`src/rtl/seven_seg_scan_ctrl.sv`:
```
// -----------------------------------------------------------------------------
// seven_seg_scan_ctrl
//
// Time-multiplexed scan controller for a multi-digit common-segment
// seven-segment display. One shared BCD-to-segment decoder is fed one stored
// nibble at a time; each refresh slot is a blanking gap followed by the digit
// being shown, scanning digit 0 up to digit NUM_DIGITS-1 and wrapping.
//
// New BCD words are double-buffered (pending -> active) and only take effect
// at a frame boundary, so a displayed frame never mixes two loaded words.
//
// Ports:
//   clk        system clock, all logic on the rising edge
//   rst_n      synchronous active-low reset
//   enable     1 = scanning runs, 0 = display off (blank)
//   load       single-cycle strobe capturing bcd_in
//   bcd_in     packed BCD word, nibble i = digit i
//   lz_en      leading-zero suppression enable (sampled live)
//   digit_bcd  nibble to the shared decoder, 4'hF = blank
//   digit_en   one-hot active-high digit enable, all-zero when blanked
//   frame_done one-cycle pulse after the last slot of each frame
// -----------------------------------------------------------------------------
module seven_seg_scan_ctrl #(
  parameter int NUM_DIGITS   = 4,
  parameter int REFRESH_DIV  = 50000,
  parameter int BLANK_CYCLES = 16
) (
  input  logic                    clk,
  input  logic                    rst_n,
  input  logic                    enable,
  input  logic                    load,
  input  logic [4*NUM_DIGITS-1:0] bcd_in,
  input  logic                    lz_en,
  output logic [3:0]              digit_bcd,
  output logic [NUM_DIGITS-1:0]   digit_en,
  output logic                    frame_done
);

  localparam int MAX_CYC = (REFRESH_DIV > BLANK_CYCLES) ? REFRESH_DIV : BLANK_CYCLES;
  localparam int CNT_W   = $clog2(MAX_CYC) + 1;
  localparam int IDX_W   = (NUM_DIGITS > 1) ? $clog2(NUM_DIGITS) : 1;

  localparam logic [CNT_W-1:0] REFRESH_LAST = CNT_W'(REFRESH_DIV - 1);
  localparam logic [CNT_W-1:0] BLANK_LAST   = CNT_W'(BLANK_CYCLES - 1);
  localparam logic [IDX_W-1:0] IDX_LAST     = IDX_W'(NUM_DIGITS - 1);
  localparam logic [3:0]       BLANK_CODE   = 4'hF;

  typedef enum logic [1:0] {
    IDLE  = 2'd0,
    BLANK = 2'd1,
    SHOW  = 2'd2
  } state_t;

  state_t                  state;
  logic [IDX_W-1:0]        index;
  logic [CNT_W-1:0]        count;
  logic [4*NUM_DIGITS-1:0] active;
  logic [4*NUM_DIGITS-1:0] pending;
  logic                    pending_valid;
  logic                    frame_end;

  // One-hot enable pattern for the given digit index.
  function automatic logic [NUM_DIGITS-1:0] digit_onehot(input logic [IDX_W-1:0] idx);
    logic [NUM_DIGITS-1:0] r;
    r      = '0;
    r[idx] = 1'b1;
    return r;
  endfunction

  // Nibble presented for digit idx: blanked when leading-zero suppression is
  // on, the digit is not digit 0, and it and every more significant nibble
  // are zero.
  function automatic logic [3:0] shown_nibble(input logic [IDX_W-1:0]        idx,
                                              input logic [4*NUM_DIGITS-1:0] word,
                                              input logic                    lz);
    logic upper_zero;
    upper_zero = 1'b1;
    for (int i = 0; i < NUM_DIGITS; i++) begin
      if ((i >= int'(idx)) && (word[4*i +: 4] != 4'h0)) begin
        upper_zero = 1'b0;
      end else begin
        upper_zero = upper_zero;
      end
    end
    if (lz && (idx != '0) && upper_zero) begin
      return BLANK_CODE;
    end else begin
      return word[4*int'(idx) +: 4];
    end
  endfunction

  // Last cycle of the last digit's show slot while scanning stays enabled.
  assign frame_end = enable && (state == SHOW) && (count == REFRESH_LAST) &&
                     (index == IDX_LAST);

  // Scan sequencer: state, digit index, slot counter and registered outputs.
  always_ff @(posedge clk) begin
    if (!rst_n) begin
      state      <= IDLE;
      index      <= '0;
      count      <= '0;
      digit_bcd  <= BLANK_CODE;
      digit_en   <= '0;
      frame_done <= 1'b0;
    end else begin
      frame_done <= 1'b0;
      if (!enable) begin
        state     <= IDLE;
        index     <= '0;
        count     <= '0;
        digit_bcd <= BLANK_CODE;
        digit_en  <= '0;
      end else begin
        case (state)
          IDLE: begin
            state     <= BLANK;
            index     <= '0;
            count     <= '0;
            digit_bcd <= BLANK_CODE;
            digit_en  <= '0;
          end
          BLANK: begin
            if (count == BLANK_LAST) begin
              // Outputs for the first show cycle are set up on this edge.
              state     <= SHOW;
              count     <= '0;
              digit_en  <= digit_onehot(index);
              digit_bcd <= shown_nibble(index, active, lz_en);
            end else begin
              count     <= count + CNT_W'(1);
              digit_en  <= '0;
              digit_bcd <= BLANK_CODE;
            end
          end
          SHOW: begin
            if (count == REFRESH_LAST) begin
              state     <= BLANK;
              count     <= '0;
              digit_en  <= '0;
              digit_bcd <= BLANK_CODE;
              if (index == IDX_LAST) begin
                index      <= '0;
                frame_done <= 1'b1;
              end else begin
                index <= index + IDX_W'(1);
              end
            end else begin
              // Re-evaluated every cycle so lz_en changes take effect live.
              count     <= count + CNT_W'(1);
              digit_en  <= digit_onehot(index);
              digit_bcd <= shown_nibble(index, active, lz_en);
            end
          end
          default: begin
            state     <= IDLE;
            index     <= '0;
            count     <= '0;
            digit_bcd <= BLANK_CODE;
            digit_en  <= '0;
          end
        endcase
      end
    end
  end

  // Display word double buffer: active changes only while idle or at a frame
  // boundary; a load landing on the boundary itself wins over pending.
  always_ff @(posedge clk) begin
    if (!rst_n) begin
      active        <= '0;
      pending       <= '0;
      pending_valid <= 1'b0;
    end else begin
      if ((state == IDLE) && load) begin
        active <= bcd_in;
      end else if (frame_end && load) begin
        active        <= bcd_in;
        pending_valid <= 1'b0;
      end else if (frame_end && pending_valid) begin
        active        <= pending;
        pending_valid <= 1'b0;
      end else if (load) begin
        pending       <= bcd_in;
        pending_valid <= 1'b1;
      end else begin
        active <= active;
      end
    end
  end

endmodule
```
`config.mk`:
```
export PLATFORM = sky130hd
export DESIGN_NAME = seven_seg_scan_ctrl
export DESIGN_NICKNAME = d
export VERILOG_FILES = /design/src/rtl/seven_seg_scan_ctrl.sv
export SDC_FILE = /design/constraint.sdc
export NUM_CORES = 1
export LEC_CHECK = 0
export BUFFER_PORTS_ARGS = -buffer_cell sky130_fd_sc_hd__buf_2
export CAP_MARGIN = 20
export CORE_MARGIN = 2
export CORE_UTILIZATION = 30
export DETAILED_ROUTE_END_ITERATION = 10
export GPL_ROUTABILITY_DRIVEN = 0
export HOLD_SLACK_MARGIN = 0.03
export SLEW_MARGIN = 30
export SYNTH_ARGS = -nofsm -noshare
export SYNTH_HDL_FRONTEND = slang
export SYNTH_SLANG_ARGS = --single-unit
```
`constraint.sdc`:
```
create_clock -name clk -period 2.2 [get_ports clk]
set_clock_uncertainty 0.05 [all_clocks]
set_input_delay 0.11 -clock clk [delete_from_list [all_inputs] [get_ports clk]]
set_output_delay 0.11 -clock clk [all_outputs]
set_load 0.01 [all_outputs]
```
==> tab_implementation.tex, run 1 <==
\begin{tabular}{lr}
\hline
Metric & Value \\
\hline
\multicolumn{2}{l}{\textbf{Yosys}} \\
\quad Synthesized area per cell & just over 9 um\^{}2 \\
\quad Synth top area cells & sky130\_fd\_sc\_hd\_\_dfxtp\_1, sky130\_fd\_sc\_hd\_\_mux2i\_1, sky130\_fd\_sc\_hd\_\_ha\_1, sky130\_fd\_sc\_hd\_\_nand3\_1, sky130\_fd\_sc\_hd\_\_o21ai\_1 \\
\quad Syn\_nets & around 350 \\
\quad Instance count of the mapped netlist & roughly 310 \\
\quad Post-synthesis register bit count & 63 \\
\quad Post-synthesis async set-or-reset flop share & 0 \\
\quad Part of the Yosys area used for sequential elements & 0.4388 \\
\quad Fraction of post-synthesis cell area in the top cell type by area & 0.4388 \\
\quad Number of different library cells in the post-synthesis netlist & 42 \\
\quad Combined area of all synthesized cells & $\sim$0.0029 mm\^{}2 \\
\quad Synth cell count leaders & sky130\_fd\_sc\_hd\_\_dfxtp\_1, sky130\_fd\_sc\_hd\_\_nand3\_1, sky130\_fd\_sc\_hd\_\_nand2\_1, sky130\_fd\_sc\_hd\_\_nor2\_1, sky130\_fd\_sc\_hd\_\_o21ai\_1 \\
\quad Yosys top cell by area & sky130\_fd\_sc\_hd\_\_dfxtp\_1 \\
\quad Number of warnings issued by yosys & 0 \\
\quad Most common cell in the netlist & sky130\_fd\_sc\_hd\_\_dfxtp\_1 \\
\quad Post-synth EDFFs & 0 \\
\quad Most common flop cell mapped by yosys & sky130\_fd\_sc\_hd\_\_dfxtp\_1 \\
\multicolumn{2}{l}{\textbf{Timing}} \\
\quad Worst slew margin & 0.6470 \\
\quad Number of max-slew violations in the final report & 0 \\
\quad Setup violation total in the final timing report & 0 \\
\quad Final hold violations & 0 \\
\quad Final Cycle Share & 0.9450 \\
\quad Final critical path time including I/O delays and setup & between 2 and 2.5 ns \\
\quad Sum of negative setup slack & 0 ns \\
\quad Timing-limited maximum frequency & 481.0 MHz \\
\quad Worst hold margin & between 0.1 and 0.15 ns \\
\quad Slew at the pin closest to its max-slew limit & 0.5246 ns \\
\quad Unrepaired setup endpoints after global routing & false \\
\multicolumn{2}{l}{\textbf{Power and ir drop}} \\
\quad Part of the power in combinational logic & 0.077 \\
\quad Power Internal & approximately 1.8 mW \\
\quad Switching Share & 0.2484 \\
\quad Switching power summed over all nets & between 0.5 and 0.6 mW \\
\quad Total power divided by cell area & roughly 670 mW/mm\^{}2 \\
\quad Clock power share & 0.420 \\
\quad Leak Pwr & about 1.3 nW \\
\quad IR drop worst, VDD & around 0.27 mV \\
\quad Flop pwr share & 0.503 \\
\multicolumn{2}{l}{\textbf{Run status}} \\
\quad Status & complete, no violations \\
\multicolumn{2}{l}{\textbf{Flow run}} \\
\quad Reported max-cap violation count & 0 \\
\multicolumn{2}{l}{\textbf{Setup path}} \\
\quad CP endpoint kind & flip-flop \\
\quad Cells on worst reg2reg path & 7 \\
\quad Launching element type of the critical path & flip-flop \\
\quad WP data arrival & between 2 and 2.5 ns \\
\quad Path type of the worst setup path & reg -> reg \\
\quad First element of the critical path & index[0]\$\_SDFFE\_PN0P\_ \\
\quad Peak fanout along the critical path & 8 \\
\quad Worst setup slack for register-to-register paths & about 0.12 ns \\
\quad Required time worst endpoint & between 2 and 2.5 ns \\
\quad Critical register-to-register path endpoint & digit\_bcd[3]\$\_SDFF\_PN1\_ \\
\quad Reg-to-Reg Start & index[0]\$\_SDFFE\_PN0P\_ \\
\quad Timing endpoint of the critical path & digit\_bcd[3]\$\_SDFF\_PN1\_ \\
\multicolumn{2}{l}{\textbf{Finish}} \\
\quad Antenna cell count & 0 \\
\quad Net count reported at finish & around 390 \\
\quad Synth-to-Final Area Change & 24.07\% \\
\quad Share of final-layout standard cells stronger than drive strength 1 & 0.1836 \\
\quad Final instance area & approximately 0.0036 mm\^{}2 \\
\quad Non-filler instance count after layout & 494 \\
\quad Layout filler cell count & $\sim$970 \\
\multicolumn{2}{l}{\textbf{Clock tree}} \\
\quad Clock transition at the registers of the reported paths & 0.07 ns \\
\quad Number of buffers inserted during clock tree synthesis & 9 \\
\quad Number of sinks handled by clock tree synthesis & 63 \\
\quad Clk Tree Root Cell & sky130\_fd\_sc\_hd\_\_clkbuf\_8 \\
\quad CTS Buffer Depth & 2 \\
\quad Count of H-tree levels built during CTS & 3 \\
\quad TritonCTS clock tree & built \\
\quad Insertion delay to the later sink of the worst-skew pair & 0.34 ns \\
\multicolumn{2}{l}{\textbf{Place}} \\
\quad Placed Cells & $\sim$460 \\
\quad HPWL after detailed placement & a little over 4000 um \\
\quad IO buf count & 29 \\
\quad Placed instance area & $\sim$0.0032 mm\^{}2 \\
\multicolumn{2}{l}{\textbf{Global route}} \\
\quad Total global routing track utilization & 0.1226 \\
\quad Maximum number of pins on one net before global-route repair & 52 \\
\quad Antenna violations before repair & 0 \\
\quad Overflow left after global routing & 0 \\
\quad Number of global-route vias before repair & roughly 2,100 \\
\quad Global-route wire length before repair & a little under 10,000 um \\
\multicolumn{2}{l}{\textbf{Detailed routing}} \\
\quad Routed WL & 5949 um \\
\quad Ratio of routed vias to standard cells & between 4 and 5 \\
\quad Detailed-router iteration count before antenna repair & 4 \\
\quad Detailed-route via count & 2,310 \\
\quad DRT iter0 DRCs & 97 \\
\quad Number of nets still failing antenna checks after routing & 0 \\
\quad Routed wire length per instance & approximately 12 um \\
\quad DRC violations left & 0 \\
\multicolumn{2}{l}{\textbf{Floorplan}} \\
\quad IO Pins & 30 \\
\quad Width of the die & 101.9 um \\
\quad Die footprint & 0.01038 mm\^{}2 \\
\quad Core Area & a little over 0.009 mm\^{}2 \\
\quad Die Y & 101.9 um \\
\quad Initial Util & 0.3096 \\
\quad Num rows & 35 \\
\multicolumn{2}{l}{\textbf{Min path}} \\
\quad Class of the tightest hold or removal check & in -> reg \\
\hline
\end{tabular}
## critical path: stages (launching register included)
cell	delay, ns
sky130_fd_sc_hd__dfxtp_1	0.33
sky130_fd_sc_hd__inv_1	0.06
sky130_fd_sc_hd__ha_1	0.22
sky130_fd_sc_hd__or4b_4	0.50
sky130_fd_sc_hd__nor4_4	0.26
sky130_fd_sc_hd__buf_4	0.19
sky130_fd_sc_hd__nor3_1	0.06
sky130_fd_sc_hd__o31ai_1	0.31
## power by group through the flow
stage / Combinational (mW) / Clock (mW) / Sequential, mW
finish: 0.185 / 1.01 / 1.21
global placement: 0.160 / 0 / 1.23
floorplan: 0.110 / 0 / 1.22
CTS: 0.186 / 1.03 / 1.21
detailed placement: 0.163 / 0 / 1.23
global route: 0.207 / 1.08 / 1.21
## cell usage in the layout (no fill, tap or decap), types with 2 or more instances in the layout
cell type	count
sky130_fd_sc_hd__clkinvlp_4	2
sky130_fd_sc_hd__inv_1	6
sky130_fd_sc_hd__nor2b_1	2
sky130_fd_sc_hd__clkbuf_8	9
sky130_fd_sc_hd__nor3_1	10
sky130_fd_sc_hd__dlygate4sd3_1	16
sky130_fd_sc_hd__xor2_1	9
sky130_fd_sc_hd__ha_1	10
sky130_fd_sc_hd__nor4_1	5
sky130_fd_sc_hd__o31ai_1	4
sky130_fd_sc_hd__xnor2_1	6
sky130_fd_sc_hd__buf_2	29
sky130_fd_sc_hd__a21bo_2	2
sky130_fd_sc_hd__o21a_1	2
sky130_fd_sc_hd__nand3_1	25
sky130_fd_sc_hd__nand2_1	24
sky130_fd_sc_hd__and3_1	8
sky130_fd_sc_hd__clkinv_4	2
sky130_fd_sc_hd__nor2_1	24
sky130_fd_sc_hd__a32o_1	2
sky130_fd_sc_hd__a21oi_1	18
sky130_fd_sc_hd__mux4_2	4
sky130_fd_sc_hd__o21ai_0	12
sky130_fd_sc_hd__o21ai_1	20
sky130_fd_sc_hd__buf_12	3
sky130_fd_sc_hd__buf_4	7
sky130_fd_sc_hd__and2_1	7
sky130_fd_sc_hd__inv_6	2
sky130_fd_sc_hd__mux2i_1	16
sky130_fd_sc_hd__dfxtp_1	63
## worst min path at each step
stage	from	cells past startpoint	slack [ns]	to
4_1_cts	enable	3	0.12	index[1]$_SDFFE_PN0P_
3_3_place_gp	bcd_in[15]	3	0.29	pending[15]$_SDFFE_PN0P_
5_1_grt	enable	3	0.12	index[1]$_SDFFE_PN0P_
3_5_place_dp	bcd_in[14]	3	0.30	pending[14]$_SDFFE_PN0P_
6_report	enable	3	0.14	index[1]$_SDFFE_PN0P_
2_1_floorplan	bcd_in[0]	2	0.20	pending[0]$_SDFFE_PN0P_
## metal layers
layer,GRT usage,part of all wire,wire length [um]
met4,0.04718,0.013,80
met5,0,0,0
met3,0.04309,0.037,223
met2,0.1867,0.46,2710
met1,0.1602,0.49,2934
## sequential cells by signal, indices dropped and copies added (netlist names)
name / flops
state: 2
count: 17
digit_en: 4
pending_valid: 1
digit_bcd: 4
active: 16
pending: 16
frame_done: 1
index: 2
## repair_timing
item / 4_1_cts / 5_1_grt
hold buffers: 16 / 0
endpoints found under the hold margin: 30 / 0
setup endpoints to repair: 16 / 35
gates resized for setup: 1 / 2
buffers inserted: 0 / 3
pin swaps: 0 / 2
## cell families after synthesis
| family | Yosys count | synth area share |
|---|---|---|
| and+or+nand+nor | 114 | 0.2003 |
| buffers and inverters | 26 | 0.04832 |
| muxes | 20 | 0.08707 |
| AOI/OAI and AO/OA | 66 | 0.1363 |
| DFF | 63 | 0.4388 |
| xor gates and xnor gates | 15 | 0.04571 |
| adders and majority gates | 10 | 0.04354 |
## metrics by stage
stage,power [mW],setup slack [ns],util
floorplan,1.334,0.04680,-
global placement,1.393,0.1119,0.3418
detailed placement,1.397,-0.006816,0.3418
CTS,2.427,0.04439,0.3811
global route,2.503,0.006439,0.3841
finish,2.400,0.1209,0.3841
## final cells by class
type | count | area, um^2 | share of cell area
Clock buffer | 9 | 123.9 | 0.03474
Clock inverter | 7 | 80.08 | 0.02246
Inverter | 6 | 22.52 | 0.006316
Multi-Input combinational cell | 225 | 1499 | 0.4204
Sequential cell | 63 | 1261 | 0.3537
Tap cell | 129 | 161.4 | 0.04526
Timing Repair Buffer | 55 | 417.9 | 0.1172
(Power assumes the default switching activity.)
==> inputs of run 2 (changes only) <==
- ABC_AREA: not set -> 1
==> run 2 against run 1 <==
  * Critical endpoint unchanged
  * Die area increased by 23%
  * Area after synthesis increased by 24%
  * Critical path depth increased by 1
  * First-iteration DRC count increased by 57%
  * Setup slack improved by 0.14 ns
  * The flow now finishes with violations (design-rule violations)
  * Synthesized cell count increased by 47%
  * Via count increased by 31%
  * Final cell count increased by 32%
==> tab_implementation.tex, run 2 <==
\begin{tabular}{lr}
\hline
Metric & Value \\
\hline
\multicolumn{2}{l}{\textbf{Timing}} \\
\quad Sum of negative setup slack & 0 ns \\
\quad Final hold violations & 0 \\
\quad Final Cycle Share & 0.8800 \\
\quad Unrepaired setup endpoints after global routing & false \\
\quad Worst hold margin & $\sim$0.048 ns \\
\quad Timing-limited maximum frequency & 516.5 MHz \\
\quad Setup violation total in the final timing report & 0 \\
\quad Final critical path time including I/O delays and setup & 1.936 ns \\
\quad Slew at the pin closest to its max-slew limit & approximately 0.56 ns \\
\quad Worst slew margin & 0.6258 \\
\quad Number of max-slew violations in the final report & 0 \\
\multicolumn{2}{l}{\textbf{Yosys}} \\
\quad Most common flop cell mapped by yosys & sky130\_fd\_sc\_hd\_\_dfxtp\_1 \\
\quad Combined area of all synthesized cells & about 0.0036 mm\^{}2 \\
\quad Post-synthesis async set-or-reset flop share & 0 \\
\quad Most common cell in the netlist & sky130\_fd\_sc\_hd\_\_inv\_1 \\
\quad Part of the Yosys area used for sequential elements & 0.3546 \\
\quad Synth top area cells & sky130\_fd\_sc\_hd\_\_dfxtp\_1, sky130\_fd\_sc\_hd\_\_inv\_1, sky130\_fd\_sc\_hd\_\_nand3\_1, sky130\_fd\_sc\_hd\_\_nand2\_1, sky130\_fd\_sc\_hd\_\_a21oi\_2 \\
\quad Post-synthesis register bit count & 63 \\
\quad Number of warnings issued by yosys & 0 \\
\quad Synth cell count leaders & sky130\_fd\_sc\_hd\_\_inv\_1, sky130\_fd\_sc\_hd\_\_dfxtp\_1, sky130\_fd\_sc\_hd\_\_nand2\_1, sky130\_fd\_sc\_hd\_\_nand3\_1, sky130\_fd\_sc\_hd\_\_a21oi\_2 \\
\quad Yosys top cell by area & sky130\_fd\_sc\_hd\_\_dfxtp\_1 \\
\quad Synthesized area per cell & between 7 and 8 um\^{}2 \\
\quad Instance count of the mapped netlist & about 460 \\
\quad Fraction of post-synthesis cell area in the top cell type by area & 0.3546 \\
\quad Post-synth EDFFs & 0 \\
\quad Number of different library cells in the post-synthesis netlist & 38 \\
\quad Syn\_nets & 492 \\
\multicolumn{2}{l}{\textbf{Detailed routing}} \\
\quad Ratio of routed vias to standard cells & 4.631 \\
\quad Detailed-route via count & around 3,000 \\
\quad Number of nets still failing antenna checks after routing & 0 \\
\quad DRC violations left & 2 \\
\quad DRT iter0 DRCs & roughly 150 \\
\quad Routed WL & 7818 um \\
\quad Routed wire length per instance & roughly 12 um \\
\quad Detailed-router iteration count before antenna repair & 7 \\
\multicolumn{2}{l}{\textbf{Finish}} \\
\quad Share of final-layout standard cells stronger than drive strength 1 & 0.2500 \\
\quad Net count reported at finish & between 500 and 600 \\
\quad Antenna cell count & 0 \\
\quad Layout filler cell count & 1,205 \\
\quad Max reg flops & 17 \\
\quad Most common cell after layout, fill and taps aside & sky130\_fd\_sc\_hd\_\_inv\_1 \\
\quad Register name with the most flops & count \\
\quad Registers with the most flip-flops & count (17), active (16), pending (16) \\
\quad Seq. cell area & 0.001261 mm\^{}2 \\
\quad Synth-to-Final Area Change & 19.21\% \\
\quad Leading cell types in the layout, fill and taps excluded & sky130\_fd\_sc\_hd\_\_inv\_1, sky130\_fd\_sc\_hd\_\_dfxtp\_1, sky130\_fd\_sc\_hd\_\_nand2\_1, sky130\_fd\_sc\_hd\_\_nand3\_1, sky130\_fd\_sc\_hd\_\_buf\_2 \\
\quad Area occupied by multi-input gates & roughly 0.0019 mm\^{}2 \\
\multicolumn{2}{l}{\textbf{Setup path}} \\
\quad Critical register-to-register path endpoint & digit\_bcd[3]\$\_SDFF\_PN1\_ \\
\quad Timing endpoint of the critical path & digit\_bcd[3]\$\_SDFF\_PN1\_ \\
\quad Worst setup slack for register-to-register paths & between 0.2 and 0.3 ns \\
\quad WP data arrival & around 2.2 ns \\
\quad Path type of the worst setup path & reg -> reg \\
\quad Launching element type of the critical path & flip-flop \\
\quad Peak fanout along the critical path & 10 \\
\quad Cells on worst reg2reg path & 8 \\
\quad First element of the critical path & index[0]\$\_SDFFE\_PN0P\_ \\
\quad Reg-to-Reg Start & index[0]\$\_SDFFE\_PN0P\_ \\
\quad CP endpoint kind & flip-flop \\
\quad Required time worst endpoint & about 2.4 ns \\
\multicolumn{2}{l}{\textbf{Clock tree}} \\
\quad CTS Buffer Depth & 2 \\
\quad Insertion delay to the later sink of the worst-skew pair & roughly 0.33 ns \\
\quad Clk Tree Root Cell & sky130\_fd\_sc\_hd\_\_clkbuf\_16 \\
\quad Number of buffers inserted by post-CTS setup repair & 0 \\
\quad Count of H-tree levels built during CTS & 3 \\
\quad Clock transition at the registers of the reported paths & $\sim$0.060 ns \\
\quad Number of buffers inserted during clock tree synthesis & 9 \\
\quad TritonCTS clock tree & built \\
\quad Number of sinks handled by clock tree synthesis & 63 \\
\multicolumn{2}{l}{\textbf{Flow run}} \\
\quad Reported max-cap violation count & 0 \\
\multicolumn{2}{l}{\textbf{Power and ir drop}} \\
\quad IR drop worst, VDD & 0.3187 mV \\
\quad Total power divided by cell area & $\sim$680 mW/mm\^{}2 \\
\quad Leak Pwr & around 1.8 nW \\
\multicolumn{2}{l}{\textbf{Global route}} \\
\quad Total global routing track utilization & 0.1340 \\
\quad Overflow left after global routing & 0 \\
\quad Global-route wire length before repair & 13,940 um \\
\quad Maximum number of pins on one net before global-route repair & 35 \\
\quad Number of global-route vias before repair & around 3,000 \\
\quad Antenna violations before repair & 0 \\
\multicolumn{2}{l}{\textbf{Floorplan}} \\
\quad Initial Util & 0.3089 \\
\quad Die Y & between 100 and 150 um \\
\quad IO Pins & 30 \\
\quad Width of the die & between 100 and 150 um \\
\quad Num rows & 39 \\
\quad Die footprint & approximately 0.013 mm\^{}2 \\
\quad Core Area & $\sim$0.012 mm\^{}2 \\
\multicolumn{2}{l}{\textbf{Place}} \\
\quad HPWL after detailed placement & around 5600 um \\
\quad IO buf count & 29 \\
\multicolumn{2}{l}{\textbf{Min path}} \\
\quad Class of the tightest hold or removal check & in -> reg \\
\quad Worst Hold Launch & bcd\_in[0] \\
\multicolumn{2}{l}{\textbf{Run status}} \\
\quad Status & finished with violations \\
\quad Violations in the final reports & design-rule violations \\
\hline
\end{tabular}
==> run 2: changes by cell type after synthesis, moves of 8 or more <==
cell	delta
sky130_fd_sc_hd__a21oi_2	+23
sky130_fd_sc_hd__and3_1	-8
sky130_fd_sc_hd__inv_1	+59
sky130_fd_sc_hd__mux2i_1	-16
sky130_fd_sc_hd__nand2_1	+32
sky130_fd_sc_hd__nand2_2	+12
sky130_fd_sc_hd__nand3_1	+22
sky130_fd_sc_hd__nand3_2	+11
sky130_fd_sc_hd__nand4_1	+19
sky130_fd_sc_hd__nor2_2	+14
sky130_fd_sc_hd__o21ai_0	+9
==> run 2: cells by family (layout without fill, tap and decap cells) <==
family | count (synthesis) | after routing | synth area share
AO/OA/AOI/OAI | 83 | 83 | 0.1435
XOR/XNOR | 13 | 13 | 0.03201
adder cells (fa/ha/maj) | 10 | 10 | 0.03517
buffers and inverters | 89 | 136 | 0.1126
flip-flops | 63 | 63 | 0.3546
AND/OR/NAND/NOR | 203 | 203 | 0.3222
==> run 2: final cells by class <==
cell class              count  area share
multi-input cells         309      0.4470
well taps                 143     0.04220
repair buffers             51     0.08203
clock buffers               9     0.05311
flip-flops and latches     63      0.2974
clock inverters             7     0.01711
inverters                  69     0.06108
==> run 2: worst max-delay path, cell delays in order (launching register included) <==
cell,delay (ns)
sky130_fd_sc_hd__dfxtp_1,0.41
sky130_fd_sc_hd__clkinv_1,0.26
sky130_fd_sc_hd__ha_1,0.32
sky130_fd_sc_hd__nor2_1,0.08
sky130_fd_sc_hd__nor3b_1,0.26
sky130_fd_sc_hd__nand3_1,0.18
sky130_fd_sc_hd__nand2_1,0.14
sky130_fd_sc_hd__o21ai_0,0.09
sky130_fd_sc_hd__nand3_1,0.09
==> run 2: how the worst min path moves through the flow <==
stage,to,depth (start not counted)
after floorplan,active[12]$_SDFFE_PN0P_,2
after global placement,active[7]$_SDFFE_PN0P_,3
after detailed placement,active[6]$_SDFFE_PN0P_,3
after CTS,active[0]$_SDFFE_PN0P_,3
after global routing,index[0]$_SDFFE_PN0P_,3
final,active[0]$_SDFFE_PN0P_,3
==> run 2: metal layers <==
layer,vias up,share of wire,track usage
li1,1591,-,-
met1,1365,0.50,0.1764
met2,51,0.45,0.2129
met3,8,0.044,0.02732
met4,0,0.014,0.06016
met5,-,0,0
==> run 2: timing repair <==
| action | in CTS | in global routing |
|---|---|---|
| hold buffers | 15 | 0 |
| endpoints found under the hold margin | 21 | 0 |
| gates resized for setup | 0 | 0 |
==> run 2: stage by stage <==
| step | util | total power [mW] | std cells | worst slack (ns) | instance area (um^2) |
|---|---|---|---|---|---|
| 2_1_floorplan | - | 1.427 | 461 | 0.5322 | 3557 |
| 3_3_place_gp | 0.3293 | 1.481 | 620 | 0.3219 | 3792 |
| 3_5_place_dp | 0.3293 | 1.485 | 620 | 0.2718 | 3792 |
| 4_1_cts | 0.3682 | 2.933 | 651 | 0.2475 | 4240 |
| 5_1_grt | 0.3682 | 3.043 | 651 | 0.1061 | 4240 |
| 6_report | 0.3682 | 2.897 | 651 | 0.2640 | 4240 |
==> run 2: where the power goes <==
| part | total [mW] | switching, mW | internal, mW |
|---|---|---|---|
| Combinational | 0.282 | 0.173 | 0.110 |
| Clock | 1.42 | 0.539 | 0.878 |
| Sequential | 1.20 | 0.0144 | 1.18 |
| Total | 2.90 | 0.726 | 2.17 |
